===== src/rtl/imem_serial_loader.sv =====
// Loads a length-prefixed, big-endian word stream into instruction memory and
// keeps the CPU in reset until the whole image has been written.
module imem_serial_loader #(
    parameter int DEPTH  = 32,
    parameter int ADDR_W = 32
) (
    input  logic              clk_i,
    input  logic              rst_i,
    input  logic              start_i,
    input  logic [7:0]        rx_data_i,
    input  logic              rx_valid_i,
    output logic              rx_ready_o,
    output logic              imem_we_o,
    output logic [ADDR_W-1:0] imem_addr_o,
    output logic [31:0]       imem_wdata_o,
    output logic              cpu_rst_n_o,
    output logic              busy_o,
    output logic              done_o,
    output logic              err_o
);

    localparam int          WIDX_W  = $clog2(DEPTH + 1);
    localparam logic [15:0] DEPTH_W = 16'(DEPTH);

    typedef enum logic [2:0] {
        S_IDLE,
        S_LEN_HI,
        S_LEN_LO,
        S_DATA,
        S_WRITE,
        S_DONE,
        S_ERR
    } state_t;

    state_t              state_q, state_d;
    logic [15:0]         len_q, len_d;
    logic [WIDX_W-1:0]   word_idx_q, word_idx_d;
    logic [1:0]          byte_idx_q, byte_idx_d;
    logic [31:0]         shift_q, shift_d;
    logic [ADDR_W-1:0]   addr_q, addr_d;
    logic [31:0]         wdata_q, wdata_d;

    logic                rx_fire;
    logic [15:0]         len_full;
    logic [15:0]         word_next;

    always_ff @(posedge clk_i or posedge rst_i) begin
        if (rst_i) begin
            state_q    <= S_IDLE;
            len_q      <= '0;
            word_idx_q <= '0;
            byte_idx_q <= '0;
            shift_q    <= '0;
            addr_q     <= '0;
            wdata_q    <= '0;
        end else begin
            state_q    <= state_d;
            len_q      <= len_d;
            word_idx_q <= word_idx_d;
            byte_idx_q <= byte_idx_d;
            shift_q    <= shift_d;
            addr_q     <= addr_d;
            wdata_q    <= wdata_d;
        end
    end

    // Outputs are decoded purely from the state register (Moore).
    assign rx_ready_o   = (state_q == S_LEN_HI) || (state_q == S_LEN_LO) || (state_q == S_DATA);
    assign busy_o       = rx_ready_o || (state_q == S_WRITE);
    assign imem_we_o    = (state_q == S_WRITE);
    assign done_o       = (state_q == S_DONE);
    assign cpu_rst_n_o  = (state_q == S_DONE);
    assign err_o        = (state_q == S_ERR);
    assign imem_addr_o  = addr_q;
    assign imem_wdata_o = wdata_q;

    assign rx_fire   = rx_valid_i && rx_ready_o;
    assign len_full  = {len_q[15:8], rx_data_i};
    assign word_next = {{(16 - WIDX_W){1'b0}}, word_idx_q} + 16'd1;

    always_comb begin
        state_d    = state_q;
        len_d      = len_q;
        word_idx_d = word_idx_q;
        byte_idx_d = byte_idx_q;
        shift_d    = shift_q;
        addr_d     = addr_q;
        wdata_d    = wdata_q;

        case (state_q)
            S_IDLE, S_DONE, S_ERR: begin
                if (start_i) begin
                    state_d = S_LEN_HI;
                end
            end
            S_LEN_HI: begin
                if (rx_fire) begin
                    len_d[15:8] = rx_data_i;
                    state_d     = S_LEN_LO;
                end
            end
            S_LEN_LO: begin
                if (rx_fire) begin
                    len_d[7:0] = rx_data_i;
                    if (len_full == 16'd0) begin
                        state_d = S_DONE;
                    end else if (len_full > DEPTH_W) begin
                        state_d = S_ERR;
                    end else begin
                        state_d    = S_DATA;
                        word_idx_d = '0;
                        byte_idx_d = '0;
                    end
                end
            end
            S_DATA: begin
                if (rx_fire) begin
                    shift_d    = {shift_q[23:0], rx_data_i};
                    byte_idx_d = byte_idx_q + 2'd1;
                    // Latch address/data on the 4th byte so they hold after the strobe.
                    if (byte_idx_q == 2'd3) begin
                        state_d = S_WRITE;
                        addr_d  = ADDR_W'(word_idx_q) << 2;
                        wdata_d = {shift_q[23:0], rx_data_i};
                    end
                end
            end
            S_WRITE: begin
                word_idx_d = word_idx_q + 1'b1;
                state_d    = (word_next == len_q) ? S_DONE : S_DATA;
            end
            default: state_d = S_IDLE;
        endcase
    end

endmodule


===== config.mk =====
export PLATFORM = sky130hd
export DESIGN_NAME = imem_serial_loader
export DESIGN_NICKNAME = d
export VERILOG_FILES = /design/src/rtl/imem_serial_loader.sv
export SDC_FILE = /design/constraint.sdc
export NUM_CORES = 1
export LEC_CHECK = 0
export CAP_MARGIN = 20
export CORE_UTILIZATION = 51
export CTS_CLUSTER_SIZE = 10
export DETAILED_ROUTE_END_ITERATION = 6
export PLACE_DENSITY = 0.9
export SLEW_MARGIN = 20
export SYNTH_ARGS = -nofsm -noshare
export SYNTH_HDL_FRONTEND = slang
export SYNTH_SLANG_ARGS = --single-unit

===== constraint.sdc =====
create_clock -name clk_i -period 2.97 [get_ports clk_i]
set_input_delay 0.4455 -clock clk_i [delete_from_list [all_inputs] [get_ports clk_i]]
set_output_delay 0.4455 -clock clk_i [all_outputs]
set_load 0.005 [all_outputs]

# Word-level counts from Yosys, hierarchy flattened

Index checks and enable logic that the tools add are counted.

Bits in writable memories: 0
ROM bits: 0
Word-level logic and storage cells: 61
Memories: 0
Bits in latches: 0
Flip-flop bits (word level): 89
Output and inout bits: 70

Equal/unequal tests: 15
$mul: 0
Shift-type cells: 0
Mux-type cells: 18
Magnitude comparators: 1
Reduce and logical (&&, ||, !) cells: 16
Bitwise gates (word level): 0
Add/sub/neg operators: 3
Div/mod/pow operators: 0

Operators with widths:

| operator              | count |
|---|---|
| $mux W3               | 8 |
| $mux W6               | 3 |
| $eq A7 B16 Y1         | 1 |
| $gt A16 B6 Y1 const B | 1 |
| $logic_not A16 Y1     | 1 |
| $pmux W3 S5           | 1 |
| $ne A2 B2 Y1 const B  | 6 |
| $pmux W6 S2           | 1 |
| $reduce_and A5 Y1     | 2 |
| $eq A3 B3 Y1 const B  | 3 |
| $mux W2               | 4 |
| $add A6 B1 Y7 const B | 1 |
| $add A6 B1 Y6 const B | 1 |
| $eq A3 B2 Y1 const B  | 2 |
| $reduce_and A2 Y1     | 3 |
| $pmux W2 S2           | 1 |
| $reduce_and A4 Y1     | 1 |
| $reduce_bool A2 Y1    | 2 |
| $eq A3 B1 Y1 const B  | 1 |
| $logic_not A3 Y1      | 1 |
| $logic_or A1 B1 Y1    | 3 |
| $reduce_and A3 Y1     | 1 |
| $reduce_or A3 Y1      | 1 |
| $add A2 B1 Y2 const B | 1 |
| 3 further kinds       | 3 |

# Depth between registers and ports, before layout

Depth after elaboration: 6
Mapped depth: 7
Depth with buffers taken out: 6

# Worst setup path after synthesis

OpenSTA, ideal clock, no wires.

Path type: in2reg
From: input rx_data_i[4]
To: register word_idx_q[0]
Stages: 5
Required time: 2.845 ns
Setup slack: 1.072 ns
Data arrival time: 1.773 ns
Setup time: 0.125 ns
Cells stage by stage: or4_1 o21ai_1 nand4_1 a21o_1 mux2_4

Word-level cells in the longest chain between the ends: 3
Elaborated cells on any way between the ends: 5
Those cells by class: order compare (1); eq/ne (2); reduce/logical (2)

RTL lines:

| item                                                      | line     | source |
|---|---|---|
| from (decl)                                               | 10       | `input logic [7:0] rx_data_i,` |
| $gt A16 B6 Y1 / $logic_not A16 Y1 (equally long branches) | 107, 105 |  |
| $ne A2 B2 Y1 (no source line)                             | --       |  |
| $reduce_and A4 Y1 (no source line) (*)                    | --       |  |
| to (signal assigned)                                      | 59       | `word_idx_q <= word_idx_d;` |
| to (decl)                                                 | 37       | `logic [WIDX_W-1:0] word_idx_q, word_idx_d;` |

Mark *: on every way between the ends. The rest lies on a longest branch, timed or not.
A chain may end at the register's enable or synchronous reset.

# Final worst setup path

From: register state_q[0]
To: output imem_we_o

Word-level cells in the longest chain between the ends: 1

RTL lines:

| item                   | line | source |
|---|---|---|
| from (decl)            | 35   | `state_t state_q, state_d;` |
| from (signal assigned) | 57   | `state_q <= state_d;` |
| $eq A3 B3 Y1           | 70   | `assign imem_we_o = (state_q == S_WRITE);` |
| to (decl)              | 13   | `output logic imem_we_o,` |

No other way between the ends.

==> results.cfg <==
[setup_path]
endpoint_kind = output pin
reg2reg_to = imem_wdata_o[13]
critPathTopFamily = buffers and inverters
critical-path-slowest-cell = dfrtp_1
crit_top_cell = inv_1
worstSetupPathDepth = 4
worstSetupStartpointType = flop
crit_required_ns = 2.52
cp.arrival_ns = 2.13
endpoint = imem_we_o
reg2regPathDepth = 5
r2r_start = state_q[2]
max_stage_delay_ns = 0.59
path_class = reg2out
worst-path-buf-inv = 3
path_cells = inv_1, nand3_1, inv_1, clkdlybuf4s50_1
setup.worst_path.start = state_q[0]
rrSetupSlack_ns = 0.87
cp_max_fo = 17

[placed_design]
hpwl_um = 5170
post-place-ws_ns = 0.407
dp.cells = 453
place.gp.congestion = 0.857
port_buffers = 55

[timing]
skew_ns = 0.00916
hold_ws_ns = 0.332
setup_tns_ns = 0
period_share = 0.869
final_hold_viol_count = 0
fin_crit_ns = 2.58
maxClockFrequency_mhz = 388
worstMarginPinSlew_ns = 0.713
setup_viol = 0
rsz0062_at_grt = false
finalMaxSlewViolations = 0
relSlewSlack = 0.523
setup_ws_ns = 0.390

[synth]
ys_seq_area_frac = 0.557
yosysWarnings = 0
syn_area_per_cell_um2 = 12.9
synth_cell_types = 41
netlist_area_mm2 = 0.00400
syn_inst = 311
synth_seq_cells = 89

[power]
p_leak_nw = 2.15
powerDensity_mw_per_mm2 = 992
max-vdd-ir-drop_mv = 0.559
power_w = 0.00474

[layout]
antenna_cells = 0
n_fill_cell = 534
area_growth_pct = 19.3
num-nets-final = 379
seq_area_mm2 = 0.00223
stdcell_count = 469
multi_input_area_mm2 = 0.00159
drive_above_1_share = 0.273

[clock_network]
post_cts_resized = 0
cts.clk_slew.worst_paths_ns = 0.09
cts_hold_buffers = 0
post_cts_buffers = 0
clk_latency_ns = 0.37
numCtsBuffers = 9
cts.sinks = 89
cts_tree = yes
cts_max_path_buffers = 2
htreeDepth = 3
cts-root-buf = clkbuf_8

[grt]
grt_overflow = 0
antenna_found_initial = 0
grt_max_degree = 75
track_usage = 0.203
grt_pass1_vias = 2623
grt_pass1_wl_um = 13000

[floorplanning]
die_area_mm2 = 0.00820
core_mm2 = 0.00741
start_util = 0.540
die_x_um = 90.6
io_pins = 82
die_height_um = 90.6
rows = 31

[route]
drt-initial-drc-count = 102
vias = 2510
wirelength_um = 7640
drc = 0
dr.pass1.iters = 4
viasPerCell = 5.35
routedWlPerCell_um = 16.3
ant_nets = 0

[job]
maxCapViolations = 0

[hold_path]
hold_path.class = in2async

[status]
status = finished, final reports clean
[state kept, by name, indices dropped and copies added (netlist names)]
register / flops
byte_idx_q: 2
imem_addr_o: 6
imem_wdata_o: 32
len_q: 16
shift_q: 24
state_q: 3
word_idx_q: 6
[worst min path at each step]
stage | startpoint | endpoint | slack [ns] | cells past startpoint
floorplan | byte_idx_q[0] | byte_idx_q[0] | 0.46 | 1
global placement | imem_addr_o[7] | imem_addr_o[7] | 0.47 | 2
detailed placement | imem_addr_o[7] | imem_addr_o[7] | 0.49 | 2
CTS | rst_i | imem_addr_o[4] | 0.33 | 2
global route | rst_i | imem_addr_o[4] | 0.35 | 2
finish | rst_i | imem_addr_o[7] | 0.33 | 2
[worst reg2reg max path, cell delays in order (launching register included)]
cell and delay (ns):
dfrtp_1 0.53, inv_1 0.16, and3_1 0.26, nand3_2 0.40
buf_12 0.35, mux2_2 0.29
[power by group]
part,internal (W),total (W),switching (W)
Sequential,0.00175,0.00219,0.000446
Clock,0.000402,0.000863,0.000461
Combinational,0.00105,0.00168,0.000630
Total,0.00320,0.00474,0.00154
[cell usage after synthesis (all sizes together)]
cell type,n,area (um^2)
a211o,1,8.76
a211oi,4,30.0
a21o,2,15.0
a21oi,5,25.0
a31oi,3,18.8
a32oi,1,8.76
a41o,1,10.0
and3,2,12.5
and4,1,8.76
and4b,1,10.0
buf,30,216
clkbuf,10,37.5
conb,1,3.75
dfrtp,89,2230
ha,2,25.0
inv,8,30.0
mux2,78,882
nand2,13,48.8
nand2b,1,6.26
nand3,8,40.0
nand4,1,6.26
nor2,11,41.3
nor2b,1,6.26
nor3,4,25.0
nor4,2,27.5
o2111ai,1,8.76
o211ai,1,7.51
o21ai,9,45.0
o22ai,1,6.26
o2bb2ai,2,17.5
or3,2,12.5
or4,3,26.3
xnor2,7,61.3
xor2,5,43.8
[area by class of cell]
cell class | instances | share of cell area
clock inverter | 6 | 0.0160
sequential | 89 | 0.467
multi-input combinational | 199 | 0.333
timing repair buffer | 58 | 0.125
tap | 99 | 0.0260
clock buffer | 10 | 0.0267
inverter | 8 | 0.00655
[through the flow]
stage          utilization  area [um^2]
6_report             0.644         4770
5_1_grt              0.644         4770
4_1_cts              0.644         4770
3_5_place_dp         0.617         4570
3_3_place_gp         0.617         4570
2_1_floorplan            -         4090
[cells by family (layout without fill, tap and decap cells)]
| group | after synthesis | in the layout | synth area share |
|---|---|---|---|
| AOI/OAI and AO/OA | 31 | 31 | 0.0504 |
| xor gates and xnor gates | 12 | 12 | 0.0263 |
| adders and majority gates | 2 | 2 | 0.00625 |
| buffers and inverters | 48 | 82 | 0.0710 |
| DFF | 89 | 89 | 0.557 |
| muxes | 78 | 78 | 0.221 |
| other | 1 | 26 | 0.000937 |
| and+or+nand+nor | 50 | 50 | 0.0679 |
[layout by cell type, fill, tap and decap left out, types with 2 or more instances in the layout]
master and n:
xnor2_1 7, inv_8 2, inv_1 7, or3_1 2, clkbuf_8 9, buf_12 2
nor3_1 3, or4_1 2, a21oi_1 5, xor2_1 5, and3_1 2, ha_1 2
mux2_2 77, a21o_1 2, dfrtp_1 89, o21ai_0 8, nand3_1 7, nand2_1 13
a211oi_1 4, a31oi_1 3, clkdlybuf4s50_1 55, conb_1 26, clkinvlp_4 2, nor2_1 11
o2bb2ai_1 2
[per-layer routing]
layer / global-route usage / wire length (um) / share of wire
met4: 0.0806 / 155 / 0.020
met2: 0.331 / 3760 / 0.49
met5: 0 / 0 / 0
met1: 0.259 / 3310 / 0.43
met3: 0.0530 / 406 / 0.053
Note: power is estimated with default switching activity, not from simulation.
